==> config.mk <==
export PLATFORM = sky130hd
export DESIGN_NAME = system_top
export DESIGN_NICKNAME = d
export VERILOG_FILES = /design/src/rtl/system_pkg.sv /design/src/rtl/system_uart_phy.sv /design/src/rtl/system_top.sv
export SDC_FILE = /design/constraint.sdc
export NUM_CORES = 1
export LEC_CHECK = 0
export CELL_PAD_IN_SITES_DETAIL_PLACEMENT = 0
export CELL_PAD_IN_SITES_GLOBAL_PLACEMENT = 1
export CORE_UTILIZATION = 40
export CTS_BUF_LIST = sky130_fd_sc_hd__clkbuf_16
export CTS_CLUSTER_SIZE = 12
export DETAILED_ROUTE_END_ITERATION = 8
export PLACE_DENSITY_LB_ADDON = 0.3
export SLEW_MARGIN = 10
export SYNTH_ARGS = -nofsm -noshare
export SYNTH_HDL_FRONTEND = slang
export SYNTH_SLANG_ARGS = --single-unit
==> constraint.sdc <==
create_clock -name clk -period 2.6 [get_ports clk]
set_input_delay 0.52 -clock clk [delete_from_list [all_inputs] [get_ports clk]]
set_output_delay 0.52 -clock clk [all_outputs]
set_load 0.05 [all_outputs]
==> src/rtl/system_pkg.sv <==
// Shared constants, FSM state types and bit-period helper for the UART echo system.
package system_pkg;

  localparam int unsigned DATA_BITS  = 8;
  localparam int unsigned FIFO_DEPTH = 4;

  typedef enum logic [1:0] {RX_IDLE, RX_START, RX_DATA, RX_STOP} rx_state_t;
  typedef enum logic [1:0] {TX_IDLE, TX_START, TX_DATA, TX_STOP} tx_state_t;

  // Rounded clocks per bit, never below 2 so the half-bit start offset is non-zero.
  function automatic int unsigned bit_period(input int unsigned freq, input int unsigned baud);
    int unsigned n;
    n = (freq + baud / 2) / baud;
    return (n < 2) ? 2 : n;
  endfunction

endpackage

==> src/rtl/system_uart_phy.sv <==
// UART physical layer: rx synchronizer, 8N1 receiver and 8N1 transmitter.
module uart_phy
  import system_pkg::*;
#(
  parameter int unsigned clk_freq       = 2000000,
  parameter int unsigned uart_baud_rate = 1152000
) (
  input  logic                 clk,
  input  logic                 rst,
  input  logic                 rxd,
  output logic                 txd,
  output logic [DATA_BITS-1:0] rx_data,
  output logic                 rx_valid,
  input  logic [DATA_BITS-1:0] tx_data,
  input  logic                 tx_start,
  output logic                 tx_busy
);

  localparam int unsigned N    = bit_period(clk_freq, uart_baud_rate);
  localparam int unsigned CW   = $clog2(N);
  localparam int unsigned IW   = $clog2(DATA_BITS);
  localparam logic [CW-1:0] CNT_LAST = CW'(N - 1);
  localparam logic [CW-1:0] CNT_HALF = CW'(N / 2 - 1);
  localparam logic [IW-1:0] IDX_LAST = IW'(DATA_BITS - 1);

  logic rx_meta, rxs;

  rx_state_t            rx_st, rx_st_n;
  logic [CW-1:0]        rx_cnt, rx_cnt_n;
  logic [IW-1:0]        rx_idx, rx_idx_n;
  logic [DATA_BITS-1:0] rx_sr, rx_sr_n, rx_data_n;
  logic                 rx_valid_n;

  tx_state_t            tx_st, tx_st_n;
  logic [CW-1:0]        tx_cnt, tx_cnt_n;
  logic [IW-1:0]        tx_idx, tx_idx_n;
  logic [DATA_BITS-1:0] tx_sr, tx_sr_n;
  logic                 txd_n;

  always_ff @(posedge clk) begin
    if (!rst) begin
      rx_meta  <= 1'b1;
      rxs      <= 1'b1;
      rx_st    <= RX_IDLE;
      rx_cnt   <= '0;
      rx_idx   <= '0;
      rx_sr    <= '0;
      rx_data  <= '0;
      rx_valid <= 1'b0;
      tx_st    <= TX_IDLE;
      tx_cnt   <= '0;
      tx_idx   <= '0;
      tx_sr    <= '0;
      txd      <= 1'b1;
    end else begin
      rx_meta  <= rxd;
      rxs      <= rx_meta;
      rx_st    <= rx_st_n;
      rx_cnt   <= rx_cnt_n;
      rx_idx   <= rx_idx_n;
      rx_sr    <= rx_sr_n;
      rx_data  <= rx_data_n;
      rx_valid <= rx_valid_n;
      tx_st    <= tx_st_n;
      tx_cnt   <= tx_cnt_n;
      tx_idx   <= tx_idx_n;
      tx_sr    <= tx_sr_n;
      txd      <= txd_n;
    end
  end

  always_comb begin
    rx_st_n    = rx_st;
    rx_cnt_n   = rx_cnt + CW'(1);
    rx_idx_n   = rx_idx;
    rx_sr_n    = rx_sr;
    rx_data_n  = rx_data;
    rx_valid_n = 1'b0;
    case (rx_st)
      RX_IDLE: begin
        rx_cnt_n = '0;
        if (!rxs) rx_st_n = RX_START;
      end
      RX_START: begin
        if (rx_cnt == CNT_HALF) begin
          rx_cnt_n = '0;
          rx_idx_n = '0;
          rx_st_n  = rxs ? RX_IDLE : RX_DATA;
        end
      end
      RX_DATA: begin
        if (rx_cnt == CNT_LAST) begin
          rx_cnt_n = '0;
          rx_sr_n  = {rxs, rx_sr[DATA_BITS-1:1]};
          rx_idx_n = rx_idx + IW'(1);
          if (rx_idx == IDX_LAST) rx_st_n = RX_STOP;
        end
      end
      RX_STOP: begin
        if (rx_cnt == CNT_LAST) begin
          rx_cnt_n = '0;
          rx_st_n  = RX_IDLE;
          if (rxs) begin
            rx_valid_n = 1'b1;
            rx_data_n  = rx_sr;
          end
        end
      end
      default: rx_st_n = RX_IDLE;
    endcase
  end

  assign tx_busy = (tx_st != TX_IDLE);

  // txd is registered: each branch sets the level for the bit that begins at this edge.
  always_comb begin
    tx_st_n  = tx_st;
    tx_cnt_n = tx_cnt + CW'(1);
    tx_idx_n = tx_idx;
    tx_sr_n  = tx_sr;
    txd_n    = txd;
    case (tx_st)
      TX_IDLE: begin
        tx_cnt_n = '0;
        txd_n    = 1'b1;
        if (tx_start) begin
          tx_sr_n = tx_data;
          txd_n   = 1'b0;
          tx_st_n = TX_START;
        end
      end
      TX_START: begin
        if (tx_cnt == CNT_LAST) begin
          tx_cnt_n = '0;
          tx_idx_n = '0;
          txd_n    = tx_sr[0];
          tx_st_n  = TX_DATA;
        end
      end
      TX_DATA: begin
        if (tx_cnt == CNT_LAST) begin
          tx_cnt_n = '0;
          if (tx_idx == IDX_LAST) begin
            txd_n   = 1'b1;
            tx_st_n = TX_STOP;
          end else begin
            tx_idx_n = tx_idx + IW'(1);
            tx_sr_n  = {1'b0, tx_sr[DATA_BITS-1:1]};
            txd_n    = tx_sr[1];
          end
        end
      end
      TX_STOP: begin
        if (tx_cnt == CNT_LAST) begin
          tx_cnt_n = '0;
          tx_st_n  = TX_IDLE;
        end
      end
      default: tx_st_n = TX_IDLE;
    endcase
  end

endmodule

==> src/rtl/system_top.sv <==
// UART echo top: received bytes go through a 4-entry FIFO back out on uart_txd; led toggles per good byte.
module system_top
  import system_pkg::*;
#(
  parameter int unsigned clk_freq       = 2000000,
  parameter int unsigned uart_baud_rate = 1152000
) (
  input  logic clk,
  input  logic rst,
  input  logic uart_rxd,
  output logic uart_txd,
  output logic led
);

  localparam int unsigned PW = $clog2(FIFO_DEPTH);
  localparam logic [PW:0] FULL_CNT = FIFO_DEPTH[PW:0];
  localparam logic [PW:0] CNT_ONE  = {{PW{1'b0}}, 1'b1};

  logic [DATA_BITS-1:0] mem [FIFO_DEPTH];
  logic [PW-1:0]        wr_ptr, rd_ptr;
  logic [PW:0]          count;
  logic [DATA_BITS-1:0] rx_data, tx_data;
  logic                 rx_valid, tx_start, tx_busy;
  logic                 wr_en, rd_en, full, empty;

  uart_phy #(
    .clk_freq      (clk_freq),
    .uart_baud_rate(uart_baud_rate)
  ) u_phy (
    .clk     (clk),
    .rst     (rst),
    .rxd     (uart_rxd),
    .txd     (uart_txd),
    .rx_data (rx_data),
    .rx_valid(rx_valid),
    .tx_data (tx_data),
    .tx_start(tx_start),
    .tx_busy (tx_busy)
  );

  assign full     = (count == FULL_CNT);
  assign empty    = (count == '0);
  assign rd_en    = !empty && !tx_busy;
  assign tx_start = rd_en;
  assign tx_data  = mem[rd_ptr];
  // A pop in the same cycle frees a slot, so a full FIFO still accepts the write.
  assign wr_en    = rx_valid && (!full || rd_en);

  always_ff @(posedge clk) begin
    if (!rst) begin
      wr_ptr <= '0;
      rd_ptr <= '0;
      count  <= '0;
      led    <= 1'b0;
    end else begin
      if (wr_en) wr_ptr <= wr_ptr + PW'(1);
      if (rd_en) rd_ptr <= rd_ptr + PW'(1);
      case ({wr_en, rd_en})
        2'b10:   count <= count + CNT_ONE;
        2'b01:   count <= count - CNT_ONE;
        default: count <= count;
      endcase
      led <= led ^ rx_valid;
    end
  end

  always_ff @(posedge clk) begin
    if (wr_en) mem[wr_ptr] <= rx_data;
  end

endmodule

==> flow_summary_export.csv, run 1 <==
group,metric,value,unit
worst_setup_path,cpPeakStageDelay,0.40,ns
clocking,root_buffer,"clkbuf_16",
floorplanning,die_h,96.4,µm
worst_setup_path,crit_type,"flop to flop",
sta,setup_tns,0,ns
pwr,switching_share,22.0,%
synth,syn_nets,349,
clocking,clkSinkCount,82,
cells_and_area,n_fill_cell,818,
min_path,hold_start,"u_phy.rx_meta",
synth,yosys.area.top_type,"dfxtp_1",
synth,async_flop_share,0,%
global_routing,use_met2,23.5,%
floorplanning,dieArea,9290,µm²
clocking,postCtsSetupBuffers,0,
clocking,hold_buffers,0,
sta,fin_skew,0.00962,ns
synth,yosysTopAreaCellShare,28.1,%
worst_setup_path,cp_max_fo,5,
cells_and_area,final_util,45.5,%
worst_setup_path,start_kind,"flop",
sta,layout_setup_ws,0.398,ns
detailed_routing,avgRoutedWirePerCell,13.3,µm
floorplanning,core_area,8680,µm²
pwr,seqPwrFrac,49.9,%
clocking,cts_resized,0,
synth,synth.area.top_cells,"dfxtp_1 (28%), edfxtp_1 (27%), ha_1 (6.7%)",
place,hpwl,4030,µm
sta,period_share,84.7,%
worst_setup_path,rr_worst_depth,8,
pwr,internal_power,2.17,mW
global_routing,globalRouteOverflowTotal,0,
global_routing,first_global_vias,2142,
cells_and_area,syn2layout_area_growth,10.9,%
synth,yosys_warnings,0,
cells_and_area,most-common-layout-cells,"nand2_1 (50), dfxtp_1 (50), edfxtp_1 (32)",
worst_setup_path,worstReg2RegStart,"u_phy.tx_st[0]",
worst_setup_path,worst_r2r_endpoint,"count[2]",
detailed_routing,drt-initial-drc-count,130,
detailed_routing,final_antenna_net_count,0,
sta,worst_pin_slew,0.579,ns
detailed_routing,vias,2239,
synth,ys.flop_type,"dfxtp_1",
floorplanning,start_util,41.1,%
detailed_routing,first_pass_iters,4,
sta,clock.fmax,0.454,GHz
sta,rsz0062_at_grt,"false",
worst_setup_path,critPathLaunch,"u_phy.tx_st[0]",
sta,period_needed,2.20,ns
global_routing,grt_use_met1,18.8,%
cells_and_area,layout.area.seq,1960,µm²
worst_setup_path,cp_data_required_time,2.80,ns
place,place.gp.congestion,0.804,
synth,netlist_instances,326,
pwr,leakagePower,1.34,nW
worst_setup_path,crit_slowest_cell,"fa_1",
floorplanning,pin_count,5,
sta,setup_viol,0,
min_path,min_path_type,"flop to flop",
synth,syn_avg_cell_area,10.9,µm²
pwr,p_switching,0.612,mW
place,dp_slack,0.411,ns
synth,syn_area,3560,µm²
sta,slew_headroom,61.4,%
clocking,clkTransAtPathRegs,0.06,ns
clocking,htree_num_levels,3,
worst_setup_path,crit_path_end_kind,"flop",
cells_and_area,multiInputGateArea,1450,µm²
cells_and_area,drive_gt1_share,10.2,%
global_routing,grt_pass1_wl,10200,µm
floorplanning,rows,34,
detailed_routing,drc,0,
cells_and_area,diodes,0,
worst_setup_path,path_cells,"inv_1, ha_1, nand2_2, or2_2, fa_1, or3b_1, a31oi_1, a21oi_1",
clocking,clock_latency,0.33,ns
clocking,cts_made_buffers,9,
clocking,cts_tree,"done",
min_path,holdPathEnd,"u_phy.rxs",
place,portBuffers,4,
sta,final_hold_viol_count,0,
global_routing,grt.busiest_layer,"met2",
synth,synth.ff_latch_count,82,
global_routing,grt_util_all_layers,14.9,%
pwr,irDropWorstVdd,0.357,mV
synth,synth_edf_count,32,
synth,ys_types,51,
synth,ys_seq_area_share,55.1,%
worst_setup_path,reg2reg_slack,0.40,ns
status,status,"finished clean",
run,drv_cap,0,
floorplanning,die_width,96.4,µm
worst_setup_path,arrival,2.41,ns
pwr,p_comb_share,7.1,%
sta,slew_violations,0,
global_routing,antenna_found_initial,0,
global_routing,grt_start_max_net_pins,36,
global_routing,met3_usage,3.99,%
clocking,clock_path_buffers,2,
pwr,p_per_area,704,nW/µm²
cells_and_area,nets,351,
detailed_routing,via_per_inst,5.08,
detailed_routing,routed_wirelength,5850,µm
min_path,min_path_cells,1,
pwr,power_frac_clock,43.0,%
==> per-stage QoR <==
stage	power, mW	hold WS (ns)	instances	cell area (µm²)
after floorplan	1.57	0.386	326	3560
after global placement	1.61	0.391	425	3670
after detailed placement	1.61	0.401	425	3670
after CTS	2.83	0.408	441	3950
after global routing	2.91	0.438	441	3950
final	2.78	0.404	441	3950
==> worst max-delay path: cells and delay by family (launching register included) <==
family                     cells  cell delay (ns)
adders and majority gates      2             0.60
and+or+nand+nor                3             0.75
AOI/OAI and AO/OA              2             0.25
DFF                            1             0.35
buffers and inverters          1             0.12
==> synthesized netlist by cell type, types with 2 or more instances <==
cell / number
buf_4: 2
a22oi_1: 4
o31ai_1: 2
inv_1: 9
buf_2: 4
a211oi_1: 2
mux2i_1: 17
nor2_1: 17
nor3_1: 4
o221a_2: 6
nand2_1: 50
edfxtp_1: 32
buf_6: 4
xor2_1: 4
and2_1: 6
nand3b_1: 3
o21ai_0: 14
nand2b_1: 5
o21ai_1: 5
dfxtp_1: 50
a21oi_1: 26
ha_1: 19
nand3_1: 4
clkbuf_1: 8
xnor2_1: 2
a22o_1: 2
==> cell families after synthesis <==
logic type / share of synthesized area (%)
and+or+nand+nor: 13.2
DFF: 55.1
AOI/OAI and AO/OA: 13.1
buffers and inverters: 4.25
adders and majority gates: 7.23
muxes: 5.72
xor gates and xnor gates: 1.47
==> power by group through the flow <==
stage	registers, mW	logic, mW	clock network [mW]
2_1_floorplan	1.42	0.149	0
3_3_place_gp	1.42	0.198	0
3_5_place_dp	1.42	0.197	0
4_1_cts	1.39	0.197	1.24
5_1_grt	1.39	0.228	1.28
6_report	1.39	0.197	1.20
==> cell type report <==
type | count | share of cell area, %
inverter | 11 | 1.04
tap | 108 | 3.42
clock inverter | 7 | 1.55
timing repair buffer | 9 | 1.96
sequential | 82 | 49.6
multi-input combinational | 215 | 36.7
clock buffer | 9 | 5.70
==> worst max path at each step <==
stage	to	slack (ns)	cells past startpoint
5_1_grt	count[1]	0.24	8
2_1_floorplan	count[2]	0.45	9
6_report	count[2]	0.40	8
4_1_cts	count[2]	0.40	8
3_3_place_gp	count[2]	0.45	7
3_5_place_dp	count[2]	0.41	7
==> registers in the layout, summed over array words and instances, names as in the netlist, 2 cells and up, named ones only <==
signal / cells
count: 3
mem: 32
rd_ptr: 2
u_phy.rx_data: 8
u_phy.rx_idx: 3
u_phy.rx_sr: 8
u_phy.tx_idx: 3
u_phy.tx_sr: 8
u_phy.tx_st: 2
wr_ptr: 2
==> metal layers <==
metal / up-vias / share of wire (%)
li1: 1157 / -
met4: 0 / 1.4
met3: 7 / 2.8
met2: 20 / 47
met5: - / 0
met1: 1055 / 49
No activity file was read; power rests on OpenSTA's default activity.
==> run 2: changes to the inputs <==
Clock period 2.6 ns to 2.15 ns, I/O delays scaled along.
==> run 2 against run 1 <==
- cell count is 2.5% higher
- power is 25% higher
- critical path depth stayed put
- wire length is 7.1% higher
- register-to-register slack worse by 0.29 ns
- critical path type unchanged
- critical endpoint unchanged
==> flow_summary_export.csv, run 2 (synthesized netlist as in run 1, its figures left out) <==
group,metric,value,unit
sta,fin_skew,0.00706,ns
worst_setup_path,crit_type,"flop to flop",
run,drv_cap,0,
clocking,cts_tree,"done",
clocking,hold_buffers,0,
detailed_routing,first_pass_iters,4,
pwr,leakagePower,1.40,nW
clocking,clock_path_buffers,2,
cells_and_area,drive_gt1_share,14.5,%
floorplanning,dieArea,9290,µm²
min_path,hold_start,"u_phy.rx_meta",
cells_and_area,design_area,4060,µm²
global_routing,first_global_vias,2212,
worst_setup_path,reg2reg_slack,0.11,ns
worst_setup_path,cp_max_fo,3,
floorplanning,die_width,96.4,µm
clocking,root_buffer,"clkbuf_16",
cells_and_area,regMostFlops,"mem",
sta,slew_violations,0,
sta,clock.fmax,0.489,GHz
cells_and_area,final_util,46.7,%
floorplanning,core_area,8680,µm²
worst_setup_path,rr_worst_depth,8,
floorplanning,pin_count,5,
sta,setup_tns,0,ns
min_path,min_path_type,"flop to flop",
floorplanning,die_h,96.4,µm
sta,worst_pin_slew,0.501,ns
place,portBuffers,4,
global_routing,grt_start_max_net_pins,21,
min_path,min_path_cells,1,
cells_and_area,most-common-layout-cells,"nand2_1 (50), dfxtp_1 (50), edfxtp_1 (32)",
worst_setup_path,cpPeakStageDelay,0.37,ns
worst_setup_path,path_cells,"inv_1, ha_2, nand2_2, or2_2, fa_2, or3b_1, a31oi_1, a21oi_1",
worst_setup_path,cp_data_required_time,2.37,ns
worst_setup_path,worstReg2RegStart,"u_phy.tx_st[0]",
global_routing,antenna_found_initial,0,
place,hpwl,4380,µm
sta,rsz0062_at_grt,"false",
clocking,clkSinkCount,82,
worst_setup_path,crit_path_end_kind,"flop",
global_routing,grt_util_all_layers,15.3,%
detailed_routing,final_antenna_net_count,0,
cells_and_area,nets,362,
pwr,p_per_area,856,nW/µm²
worst_setup_path,crit_slowest_cell,"or3b_1",
cells_and_area,largest_register_ffs,32,
place,place.gp.congestion,0.724,
detailed_routing,drt-initial-drc-count,92,
pwr,irDropWorstVdd,0.481,mV
global_routing,grt_pass1_wl,10700,µm
sta,slew_headroom,66.5,%
min_path,holdPathEnd,"u_phy.rxs",
sta,setup_viol,0,
detailed_routing,avgRoutedWirePerCell,13.9,µm
clocking,clkTransAtPathRegs,0.06,ns
detailed_routing,drc,0,
worst_setup_path,worst_r2r_endpoint,"count[2]",
cells_and_area,syn2layout_area_growth,13.8,%
floorplanning,start_util,41.1,%
sta,period_share,95.1,%
detailed_routing,routed_wirelength,6270,µm
worst_setup_path,arrival,2.26,ns
clocking,clock_latency,0.33,ns
global_routing,globalRouteOverflowTotal,0,
status,status,"finished clean",
worst_setup_path,critPathLaunch,"u_phy.tx_st[0]",
place,dpl_cell_area,3750,µm²
worst_setup_path,start_kind,"flop",
sta,period_needed,2.04,ns
cells_and_area,diodes,0,
sta,final_hold_viol_count,0,
clocking,cts_made_buffers,9,
floorplanning,rows,34,
detailed_routing,via_per_inst,5.11,
detailed_routing,vias,2309,
clocking,htree_num_levels,3,
## run 2: report_power, final
part	internal, mW	switching [mW]	total, mW	leakage [nW]
Combinational	0.111	0.152	0.264	0.560
Clock	0.907	0.625	1.53	0.142
Sequential	1.65	0.0293	1.68	0.700
Total	2.67	0.807	3.47	1.40
## run 2: cell type report
| class | instances | area (µm²) |
|---|---|---|
| clock buffer | 9 | 225 |
| clock inverter | 7 | 76.3 |
| fill | 841 | 4620 |
| inverter | 11 | 41.3 |
| multi-input combinational | 215 | 1460 |
| sequential | 82 | 1960 |
| tap | 108 | 135 |
| timing repair buffer | 20 | 160 |
## run 2: what timing repair did
action / 4_1_cts / 5_1_grt
setup buffers: 0 / 0
setup endpoints to repair: 0 / 2
resized for setup: 0 / 2
## run 2: how the worst max path moves through the flow
stage | to | slack (ns) | cells after the start
2_1_floorplan | count[2] | 0.003 | 9
3_3_place_gp | count[2] | 0.12 | 8
3_5_place_dp | count[2] | 0.07 | 8
4_1_cts | count[2] | 0.04 | 8
5_1_grt | count[2] | 0.01 | 9
6_report | count[2] | 0.11 | 8
## run 2: worst max-delay path, delay by kind of cell, from the launching register on
family	cells	cell delay (ns)
compound gates	2	0.26
buf+inv	1	0.08
simple gates	3	0.74
flops	1	0.31
fa+ha+maj	2	0.54
## run 2: per-stage QoR
step | cells | setup slack (ns) | power (mW) | hold WS, ns
final | 452 | 0.106 | 3.47 | 0.410
after CTS | 452 | 0.0409 | 3.52 | 0.417
after global routing | 452 | 0.0109 | 3.61 | 0.421
after detailed placement | 436 | 0.0658 | 1.97 | 0.402
after floorplan | 326 | 0.00341 | 1.90 | 0.386
after global placement | 436 | 0.117 | 1.97 | 0.390
## run 2: metal layers
| metal | GRT usage, % | wire [µm] |
|---|---|---|
| met5 | 0 | 0 |
| met4 | 7.35 | 112 |
| met2 | 24.5 | 2920 |
| met3 | 2.82 | 151 |
| met1 | 19.9 | 3090 |
==> run 3: changes to the inputs <==
Settings changed: ABC_AREA set to 1, CORE_UTILIZATION 40 to 43.
Clock period 2.15 ns to 1.8 ns, I/O delays scaled along.
==> run 3 against run 2 <==
- area after synthesis fell by 1.3%
- utilization up 5.1 points
- wire length decreased by 0.26%
- sequential cell count did not move
- critical endpoint unchanged
- largest power group unchanged
- highest routed layer unchanged
==> flow_summary_export.csv, run 3 <==
group,metric,value,unit
worst_setup_path,crit_path_end_kind,"flop",
clocking,htree_num_levels,3,
global_routing,first_global_vias,2366,
clocking,hold_buffers,0,
detailed_routing,drc,0,
cells_and_area,nets,424,
detailed_routing,drt-initial-drc-count,113,
worst_setup_path,worst_r2r_endpoint,"count[2]",
worst_setup_path,endpoint,"count[2]",
worst_setup_path,worst-path-stages,10,
worst_setup_path,crit_type,"flop to flop",
cells_and_area,diodes,0,
clocking,clock_path_buffers,2,
worst_setup_path,critPathLaunch,"u_phy.tx_st[0]",
sta,slew_violations,0,
sta,setup_tns,0,ns
sta,clock.fmax,0.601,GHz
synth,yosys_warnings,0,
pwr,fin_total_pwr,5.58,mW
global_routing,globalRouteOverflowTotal,0,
place,portBuffers,4,
synth,yosysMostFrequentCell,"nor2_1",
floorplanning,dieArea,8550,µm²
synth,syn_avg_cell_area,9.18,µm²
synth,yosysTopAreaCellShare,28.5,%
floorplanning,pin_count,5,
pwr,leakagePower,1.64,nW
clocking,clkSinkCount,82,
clocking,cts_tree,"done",
cells_and_area,drive_gt1_share,11.3,%
run,drv_cap,0,
worst_setup_path,worstReg2RegStart,"u_phy.tx_st[0]",
detailed_routing,routed_wirelength,6250,µm
clocking,root_buffer,"clkbuf_16",
worst_setup_path,reg2reg_slack,0.14,ns
sta,setup_viol,0,
worst_setup_path,critical_path_buf_inv_count,3,
place,hpwl,4330,µm
cells_and_area,regMostFlops,"mem",
synth,syn_nets,406,
synth,synth_edf_count,32,
worst_setup_path,crit_slowest_cell,"fa_2",
sta,slew_headroom,50.0,%
detailed_routing,first_pass_iters,4,
status,status,"finished clean",
synth,yosys.area.top_type,"dfxtp_1",
worst_setup_path,start_kind,"flop",
synth,ys_seq_area_share,55.8,%
global_routing,grt_start_max_net_pins,22,
cells_and_area,layout_commonest_cell,"nor2_1",
cells_and_area,syn2layout_area_growth,15.2,%
cells_and_area,final_util,51.9,%
clocking,clock_latency,0.33,ns
synth,async_flop_share,0,%
pwr,p_per_area,1380,nW/µm²
detailed_routing,vias,2422,
detailed_routing,via_per_inst,4.77,
sta,layout_setup_ws,0.137,ns
clocking,clkTransAtPathRegs,0.06,ns
sta,fin_skew,0.00580,ns
detailed_routing,avgRoutedWirePerCell,12.3,µm
detailed_routing,final_antenna_net_count,0,
synth,synth.ff_latch_count,82,
synth,syn_area,3520,µm²
worst_setup_path,cpPeakStageDelay,0.34,ns
place,place.gp.congestion,0.820,
synth,ys_top_cells_by_count,"nor2_1 (52), nand2_1 (51), dfxtp_1 (50)",
sta,period_share,92.4,%
worst_setup_path,rr_worst_depth,10,
floorplanning,core_area,7810,µm²
cells_and_area,most-common-layout-cells,"nor2_1 (52), nand2_1 (51), dfxtp_1 (50)",
floorplanning,start_util,45.0,%
place,dp_slack,0.0323,ns
sta,worst_pin_slew,0.747,ns
sta,final_hold_viol_count,0,
clocking,cts_made_buffers,9,
sta,holdWs,0.421,ns
sta,period_needed,1.66,ns
floorplanning,rows,32,
worst_setup_path,cp_max_fo,5,
worst_setup_path,path_delay_family,"adder cells",
worst_setup_path,cp_common_cell,"inv_1",
global_routing,grt_pass1_wl,10800,µm
worst_setup_path,path_cells,"inv_2, ha_4, inv_1, a21oi_4, nand2_2, fa_2, inv_1, nand4_1, a21oi_1, nor2_1",
synth,netlist_instances,383,
pwr,irDropWorstVdd,0.542,mV
synth,ys_types,31,
worst_setup_path,arrival,1.89,ns
synth,ys.flop_type,"dfxtp_1",
global_routing,grt_util_all_layers,16.6,%
global_routing,antenna_found_initial,0,
floorplanning,die_width,92.4,µm
cells_and_area,largest_register_ffs,32,
synth,synth.area.top_cells,"dfxtp_1 (28%), edfxtp_1 (27%), ha_1 (6.8%)",
floorplanning,die_h,92.4,µm
worst_setup_path,cp_data_required_time,2.03,ns
min_path,min_path_type,"flop to flop",
run 3: cell types whose count changed in the layout (fill, tap and decap cells not counted), sizes merged, moves of 3 or more:
cell    before  now
nor2        17   54
inv         12   45
o21ai       19   46
a21oi       27   48
mux2i       17    0
o221a        7    0
and2         6    0
nand2b       5    0
nand3        4    9
xor2         4    0
a211oi       3    0
nand3b       3    0
nand4        0    3
run 3: area by class of cell:
cell class / count / area, µm²
fill: 736 / 3760
sequential: 82 / 1960
multi-input combinational: 245 / 1350
clock buffer: 9 / 225
inverter: 44 / 165
timing repair buffer: 19 / 160
tap: 102 / 128
clock inverter: 7 / 62.6
run 3: worst min-delay path by stage:
| stage | from | to | slack [ns] | cells after the start |
|---|---|---|---|---|
| final | u_phy.rx_meta | u_phy.rxs | 0.42 | 1 |
| after global routing | u_phy.rx_meta | u_phy.rxs | 0.44 | 1 |
| after CTS | u_phy.rx_meta | u_phy.rxs | 0.43 | 1 |
| after detailed placement | u_phy.rx_meta | u_phy.rxs | 0.41 | 1 |
| after global placement | u_phy.rx_meta | u_phy.rxs | 0.41 | 1 |
| after floorplan | u_phy.rx_meta | u_phy.rxs | 0.39 | 1 |
run 3: worst reg2reg max path, stage by stage, from the launching register on:
cell	delay (ns)
dfxtp_1	0.32
inv_2	0.09
ha_4	0.17
inv_1	0.07
a21oi_4	0.13
nand2_2	0.08
fa_2	0.34
inv_1	0.06
nand4_1	0.11
a21oi_1	0.14
nor2_1	0.05
run 3: power breakdown:
group	switching (mW)	internal, mW
clock network	0.698	1.06
logic	0.987	0.655
registers	0.0985	2.08
total	1.78	3.79
run 3: logic make-up after synthesis:
group / count (synthesis) / share of synthesized area, %
AO/OA/AOI/OAI: 100 / 15.4
XOR/XNOR: 1 / 0.249
adder cells (fa/ha/maj): 20 / 7.33
buffers and inverters: 56 / 6.47
flip-flops: 82 / 55.8
AND/OR/NAND/NOR: 124 / 14.7
run 3: repair_timing:
action,4_1_cts,5_1_grt
setup endpoints to repair,0,38
setup buffers,0,2
gates resized for setup,0,4
run 3: routing by layer:
| metal | GRT usage, % | wire [µm] |
|---|---|---|
| met1 | 21.2 | 3110 |
| met2 | 26.5 | 2830 |
| met3 | 3.69 | 215 |
| met4 | 7.94 | 99 |
| met5 | 0 | 0 |
run 3: through the flow:
| step | area [µm²] | std cells |
|---|---|---|
| final | 4050 | 508 |
| after global routing | 4050 | 508 |
| after CTS | 4020 | 506 |
| after detailed placement | 3730 | 490 |
| after global placement | 3730 | 490 |
| after floorplan | 3530 | 383 |
